$ cat src/rtl/wb_arbiter_pkg.sv
// Shared types for the writeback arbiter: queued results and registered write-port records.
package wb_arbiter_pkg;
  localparam int REG_WIDTH  = 5;
  localparam int DATA_WIDTH = 32;

  typedef struct packed {
    logic [REG_WIDTH-1:0]  rd;
    logic [DATA_WIDTH-1:0] data;
  } wb_req_t;

  typedef struct packed {
    logic                  wr_en;
    logic [REG_WIDTH-1:0]  rd;
    logic [DATA_WIDTH-1:0] wr_data;
  } wb_ix_port_t;

  // Only results that really write a non-zero register are worth queueing.
  function automatic logic is_write_req(input logic reg_write, input logic [REG_WIDTH-1:0] rd);
    return reg_write && (rd != {REG_WIDTH{1'b0}});
  endfunction
endpackage

$ cat src/rtl/wb_src_fifo.sv
// Per-source result queue; ready and not_empty are flops computed from the next count,
// so a dequeue never raises ready within the same cycle.
module wb_src_fifo
  import wb_arbiter_pkg::*;
#(
  parameter int FIFO_DEPTH = 2
) (
  input  logic    clk,
  input  logic    rst,
  input  logic    enq,
  input  logic    deq,
  input  wb_req_t enq_req,
  output wb_req_t head,
  output logic    ready,
  output logic    not_empty
);
  localparam int PTR_W = $clog2(FIFO_DEPTH);

  wb_req_t          mem_r [FIFO_DEPTH];
  logic [PTR_W-1:0] wr_ptr_r;
  logic [PTR_W-1:0] rd_ptr_r;
  logic [PTR_W:0]   count_r;
  logic [PTR_W:0]   count_next_s;
  logic             ready_r;
  logic             not_empty_r;

  // Occupancy update for simultaneous enqueue/dequeue.
  always_comb begin
    count_next_s = count_r;
    case ({enq, deq})
      2'b10:   count_next_s = count_r + (PTR_W+1)'(1);
      2'b01:   count_next_s = count_r - (PTR_W+1)'(1);
      default: count_next_s = count_r;
    endcase
  end

  // Pointer, count and status registers; pointers wrap on power-of-2 depth.
  always_ff @(posedge clk or negedge rst) begin
    if (!rst) begin
      wr_ptr_r    <= {PTR_W{1'b0}};
      rd_ptr_r    <= {PTR_W{1'b0}};
      count_r     <= {(PTR_W+1){1'b0}};
      ready_r     <= 1'b1;
      not_empty_r <= 1'b0;
    end else begin
      if (enq) wr_ptr_r <= wr_ptr_r + PTR_W'(1);
      if (deq) rd_ptr_r <= rd_ptr_r + PTR_W'(1);
      count_r     <= count_next_s;
      ready_r     <= (count_next_s < (PTR_W+1)'(FIFO_DEPTH));
      not_empty_r <= (count_next_s != {(PTR_W+1){1'b0}});
    end
  end

  // Entry storage.
  always_ff @(posedge clk or negedge rst) begin
    if (!rst) begin
      for (int i = 0; i < FIFO_DEPTH; i++) mem_r[i] <= '0;
    end else if (enq) begin
      mem_r[wr_ptr_r] <= enq_req;
    end
  end

  assign head      = mem_r[rd_ptr_r];
  assign ready     = ready_r;
  assign not_empty = not_empty_r;
endmodule

$ cat src/rtl/wb_arbiter.sv
// Writeback arbiter: queues execution-unit results per source and grants up to
// NUM_WR_PORTS register-file writes per cycle, round-robin, never two to the same rd.
module wb_arbiter
  import wb_arbiter_pkg::*;
#(
  parameter int NUM_SRC      = 4,
  parameter int FIFO_DEPTH   = 2,
  parameter int NUM_WR_PORTS = 1
) (
  input  logic                                    clk,
  input  logic                                    rst,
  input  logic [NUM_SRC-1:0]                      src_valid,
  output logic [NUM_SRC-1:0]                      src_ready,
  input  logic [NUM_SRC-1:0]                      src_reg_write,
  input  logic [NUM_SRC-1:0][REG_WIDTH-1:0]       src_rd,
  input  logic [NUM_SRC-1:0][DATA_WIDTH-1:0]      src_data,
  output logic [NUM_WR_PORTS-1:0]                 wb_wr_en,
  output logic [NUM_WR_PORTS-1:0][REG_WIDTH-1:0]  wb_rd,
  output logic [NUM_WR_PORTS-1:0][DATA_WIDTH-1:0] wb_wr_data,
  output logic                                    wb_busy
);
  localparam int SRC_W = $clog2(NUM_SRC);

  logic [NUM_SRC-1:0] enq_s;
  logic [NUM_SRC-1:0] deq_s;
  logic [NUM_SRC-1:0] ready_s;
  logic [NUM_SRC-1:0] not_empty_s;
  wb_req_t            enq_req_s [NUM_SRC];
  wb_req_t            head_s    [NUM_SRC];

  wb_ix_port_t        port_s [NUM_WR_PORTS];
  wb_ix_port_t        port_r [NUM_WR_PORTS];
  logic [SRC_W-1:0]   rr_ptr_r;
  logic [SRC_W-1:0]   rr_next_s;
  logic [SRC_W-1:0]   last_s;
  logic [SRC_W-1:0]   src_s;
  logic [SRC_W:0]     idx_s;
  logic [1:0]         used_s;
  logic               any_s;
  logic               conflict_s;

  // Filtered enqueue: non-writing results are accepted and dropped.
  always_comb begin
    for (int i = 0; i < NUM_SRC; i++) begin
      enq_s[i]        = src_valid[i] && ready_s[i] && is_write_req(src_reg_write[i], src_rd[i]);
      enq_req_s[i].rd   = src_rd[i];
      enq_req_s[i].data = src_data[i];
    end
  end

  for (genvar g = 0; g < NUM_SRC; g++) begin : g_src
    wb_src_fifo #(.FIFO_DEPTH(FIFO_DEPTH)) u_fifo (
      .clk       (clk),
      .rst       (rst),
      .enq       (enq_s[g]),
      .deq       (deq_s[g]),
      .enq_req   (enq_req_s[g]),
      .head      (head_s[g]),
      .ready     (ready_s[g]),
      .not_empty (not_empty_s[g])
    );
  end

  // Round-robin search from rr_ptr; grants fill write ports in search order.
  always_comb begin
    for (int p = 0; p < NUM_WR_PORTS; p++) port_s[p] = '0;
    deq_s      = {NUM_SRC{1'b0}};
    used_s     = 2'd0;
    any_s      = 1'b0;
    last_s     = rr_ptr_r;
    idx_s      = {(SRC_W+1){1'b0}};
    src_s      = {SRC_W{1'b0}};
    conflict_s = 1'b0;
    for (int i = 0; i < NUM_SRC; i++) begin
      idx_s = {1'b0, rr_ptr_r} + (SRC_W+1)'(i);
      if (idx_s >= (SRC_W+1)'(NUM_SRC)) idx_s = idx_s - (SRC_W+1)'(NUM_SRC);
      else                              idx_s = idx_s;
      src_s      = idx_s[SRC_W-1:0];
      conflict_s = 1'b0;
      for (int p = 0; p < NUM_WR_PORTS; p++) begin
        if ((2'(p) < used_s) && (port_s[p].rd == head_s[src_s].rd)) conflict_s = 1'b1;
        else                                                         conflict_s = conflict_s;
      end
      if (not_empty_s[src_s] && !conflict_s && (used_s < 2'(NUM_WR_PORTS))) begin
        for (int p = 0; p < NUM_WR_PORTS; p++) begin
          if (2'(p) == used_s) port_s[p] = '{wr_en: 1'b1, rd: head_s[src_s].rd, wr_data: head_s[src_s].data};
          else                 port_s[p] = port_s[p];
        end
        deq_s[src_s] = 1'b1;
        last_s       = src_s;
        any_s        = 1'b1;
        used_s       = used_s + 2'd1;
      end else begin
        used_s = used_s;
      end
    end
  end

  // Pointer moves just past the last granted source.
  always_comb begin
    if (!any_s)                                 rr_next_s = rr_ptr_r;
    else if (last_s == SRC_W'(NUM_SRC - 1))     rr_next_s = {SRC_W{1'b0}};
    else                                        rr_next_s = last_s + SRC_W'(1);
  end

  // Registered write ports and round-robin pointer.
  always_ff @(posedge clk or negedge rst) begin
    if (!rst) begin
      rr_ptr_r <= {SRC_W{1'b0}};
      for (int p = 0; p < NUM_WR_PORTS; p++) port_r[p] <= '0;
    end else begin
      rr_ptr_r <= rr_next_s;
      for (int p = 0; p < NUM_WR_PORTS; p++) port_r[p] <= port_s[p];
    end
  end

  // Unpack port records onto the flat output buses.
  always_comb begin
    for (int p = 0; p < NUM_WR_PORTS; p++) begin
      wb_wr_en[p]   = port_r[p].wr_en;
      wb_rd[p]      = port_r[p].rd;
      wb_wr_data[p] = port_r[p].wr_data;
    end
  end

  assign src_ready = ready_s;
  assign wb_busy   = |not_empty_s;
endmodule

$ cat config.mk
export PLATFORM = sky130hd
export DESIGN_NAME = wb_arbiter
export DESIGN_NICKNAME = d
export VERILOG_FILES = /design/src/rtl/wb_arbiter_pkg.sv /design/src/rtl/wb_src_fifo.sv /design/src/rtl/wb_arbiter.sv
export SDC_FILE = /design/constraint.sdc
export NUM_CORES = 1
export LEC_CHECK = 0
export CORE_MARGIN = 1
export CORE_UTILIZATION = 45
export CTS_BUF_LIST = sky130_fd_sc_hd__clkbuf_4
export DETAILED_ROUTE_END_ITERATION = 6
export PLACE_DENSITY = 0.63
export SYNTH_ARGS = -nofsm -noshare
export SYNTH_HDL_FRONTEND = slang
export SYNTH_SLANG_ARGS = --single-unit
$ cat constraint.sdc
create_clock -name clk -period 10.46 [get_ports clk]
set_input_delay 1.046 -clock clk [delete_from_list [all_inputs] [get_ports clk]]
set_output_delay 1.046 -clock clk [all_outputs]
set_load 0.05 [all_outputs]
==> flow_summary.json <==
{
  "status": "complete, no violations",
  "clk_latency_ps": 820,
  "tns_ps": 0,
  "post-place-cells": 2067,
  "cp_cell_sequence": "buf_4 > mux4_2 > nor3b_4 > inv_2 > ha_1 > or2_2 > o22ai_4 > buf_4 > o21ai_0 > a211o_1 > a31oi_1",
  "tritoncts": "done",
  "grt_max_degree": 94,
  "topRoutingLayerUsed": "met4",
  "synth.distinct_cells": 44,
  "routed_wl_mm": 52.7,
  "nNetsFinal": 1756,
  "drive_gt1_share_pct": 42.2,
  "wl_met2_mm": 24.8,
  "relSlewSlack_pct": 21.7,
  "crit_top_cell": "buf_4",
  "cts_sinks": 360,
  "vias_per_cell": 5.79,
  "initial_core_util_pct": 46.1,
  "drtAntennaViolNets": 0,
  "synth_edf_count": 0,
  "ff2ff_path_depth": 11,
  "ctsRootBufferMaster": "clkbuf_4",
  "timing.final.crit_period_ps": 5170,
  "wl_met1_mm": 22.5,
  "synth.cells.most_frequent": "mux2_2 (358), dfrtp_1 (356), mux4_2 (131)",
  "grt_pass1_vias": 13484,
  "htreeDepth": 3,
  "wire_per_inst_um": 23.4,
  "syn_area_um2": 19500,
  "finalMaxSlewViolations": 0,
  "maxCapViolCount": 0,
  "dieArea_um2": 44200,
  "pin_count": 201,
  "cts_hold_buf": 0,
  "synth.most_common_cell": "mux2_2",
  "drt_iter0_drc": 748,
  "overflow": 0,
  "core_um2": 42300,
  "drcViolationCount": 0,
  "vdd_ir_drop_max_uv": 257,
  "powerDensity_nw_per_um2": 401,
  "syn_inst": 1377,
  "avgSynthCellArea_um2": 14.2,
  "cp-end-kind": "register",
  "hold_viol_final": 0,
  "cts_buffer_depth": 3,
  "fmax_mhz": 193,
  "postCtsSetupBuffers": 0,
  "cts_buffers": 97,
  "cts_repair_resize_count": 0,
  "gp_congestion": 0.815,
  "critPathKind": "reg -> reg",
  "yosys-top-cells-area": "dfrtp_1 (46%), mux2_2 (21%), mux4_2 (15%)",
  "ys_seq_area_share_pct": 46.2,
  "grt_antenna_before_repair": 2,
  "setup_viol": 0,
  "pre_cts_ws_ps": 5400,
  "hold_class": "in -> async",
  "port_buffers": 200,
  "clk_pin_slew_ps": 70,
  "dpl_cell_area_um2": 21900,
  "synthArstFlopShare_pct": 100,
  "rows": 75,
  "final.setup.worst_slack_ps": 5290,
  "finClkSkew_ps": 40.3,
  "leakage_uw": 0.00954,
  "synth_largest_area_cell": "dfrtp_1",
  "critPathArrivalTime_ps": 5900,
  "synth_top_area_share_pct": 45.7,
  "grt_pass1_wl_mm": 80.6,
  "worstMarginPinSlew_ps": 1170,
  "rsz0062_at_grt": "no",
  "cp_slowest_cell": "buf_4",
  "synth_fp_nets": 1544,
  "fin_crit_sh_pct": 49.4,
  "die_h_um": 210,
  "dp_hpwl_mm": 36.1,
  "area_growth_syn_to_layout_pct": 19.4,
  "dominantRegCellSynth": "dfrtp_1",
  "worst-path-max-fanout": 81,
  "stdcell_count": 2251,
  "max_stage_delay_ps": 960,
  "start_kind": "register",
  "dieWidth_um": 210,
  "num_vias": 13038,
  "cp.required_ps": 11190,
  "grt_use_total_pct": 24.5,
  "wl_met3_mm": 3.20,
  "fin_area_um2": 23300,
  "first_pass_iters": 5,
  "yosys_register_bits": 360,
  "yosys_warnings": 0
}
power by group:
| part | leakage (µW) | total, µW | internal (µW) | switching (µW) |
|---|---|---|---|---|
| logic | 0.00445 | 5410 | 2680 | 2740 |
| clock network | 0.000799 | 1330 | 749 | 584 |
| registers | 0.00429 | 2600 | 2140 | 454 |
through the flow:
stage               total power [µW]  hold WS [ps]  util, %
finish                          9340           246     55.0
global route                    9950           254     55.0
CTS                             9390           221     55.0
detailed placement              8030           448     51.8
global placement                7880           441     51.8
floorplan                       6590           427        -
routing by layer:
layer	track usage [%]	vias up
met3	5.69	91
met5	0	-
met4	11.6	0
li1	-	5765
met1	32.5	6720
met2	38.2	462
worst max-delay path: cells and delay by family, from the launching register on:
family / cells / cell delay (ps)
buffers and inverters: 3 / 1620
AO/OA/AOI/OAI: 4 / 1290
flip-flops: 1 / 680
multiplexers: 1 / 620
AND/OR/NAND/NOR: 2 / 490
adder cells (fa/ha/maj): 1 / 290
sequential cells by signal, indices dropped and copies added, names as in the netlist:
register	cells
g_src.u_fifo.count_r	8
g_src.u_fifo.mem_r	296
g_src.u_fifo.not_empty	4
g_src.u_fifo.rd_ptr_r	4
g_src.u_fifo.ready	4
g_src.u_fifo.wr_ptr_r	4
rr_ptr_r	2
wb_rd	5
wb_wr_data	32
wb_wr_en	1
cell families after synthesis:
kind of cell    after synthesis  synth area share [%]
xor+xnor                     20                 0.898
buf+inv                     117                  2.84
fa+ha+maj                     9                 0.577
compound gates              148                  5.13
simple gates                122                  2.77
mux                         601                  41.6
flops                       360                  46.2
final cells by class:
class                   count  area, µm²
well taps                 577        722
repair buffers            219       2150
clock inverters            21        163
clock buffers             157       1180
diodes                      6       15.0
inverters                  11       42.5
fillers                  3576      19000
flip-flops and latches    360       9020
multi-input cells         900       9990
path summary, 6_finish.rpt:
path	to	slack, ps	start
worst max register to register	rr_ptr_r[1]	5290	rr_ptr_r[0]
worst min-delay path	g_src[1].u_fifo.mem_r[3]	250	rst
min in group clk	g_src[2].u_fifo.ready	470	g_src[2].u_fifo.count_r[1]
worst max-delay path	rr_ptr_r[1]	5290	rr_ptr_r[0]
max in group asynchronous	rr_ptr_r[0]	7880	rst
worst min register to register	g_src[2].u_fifo.ready	470	g_src[2].u_fifo.count_r[1]
cell usage in the layout (no fill, tap or decap), types with 3 or more instances in the layout:
cell type / count
or4_1: 5
clkinv_1: 14
dfrtp_1: 350
a222oi_1: 4
clkdlybuf4s50_1: 199
o22ai_1: 23
nand2_2: 4
nand3_1: 3
nor3_1: 7
a221oi_1: 8
bufinv_16: 3
buf_4: 19
clkbuf_4: 157
o221ai_1: 11
mux4_2: 131
xor2_1: 4
diode_2: 6
dfrtp_2: 5
nand2_1: 14
a211o_1: 3
a21oi_1: 23
nor2_4: 4
nand2b_1: 6
a22oi_1: 9
mux2_2: 358
inv_2: 4
ha_1: 8
a31oi_1: 11
mux2i_1: 112
dfstp_2: 4
nor2_1: 75
o2111ai_2: 3
inv_1: 8
xnor2_1: 16
o21ai_0: 39
o211ai_1: 5
Power figures use the tool's default switching activity.
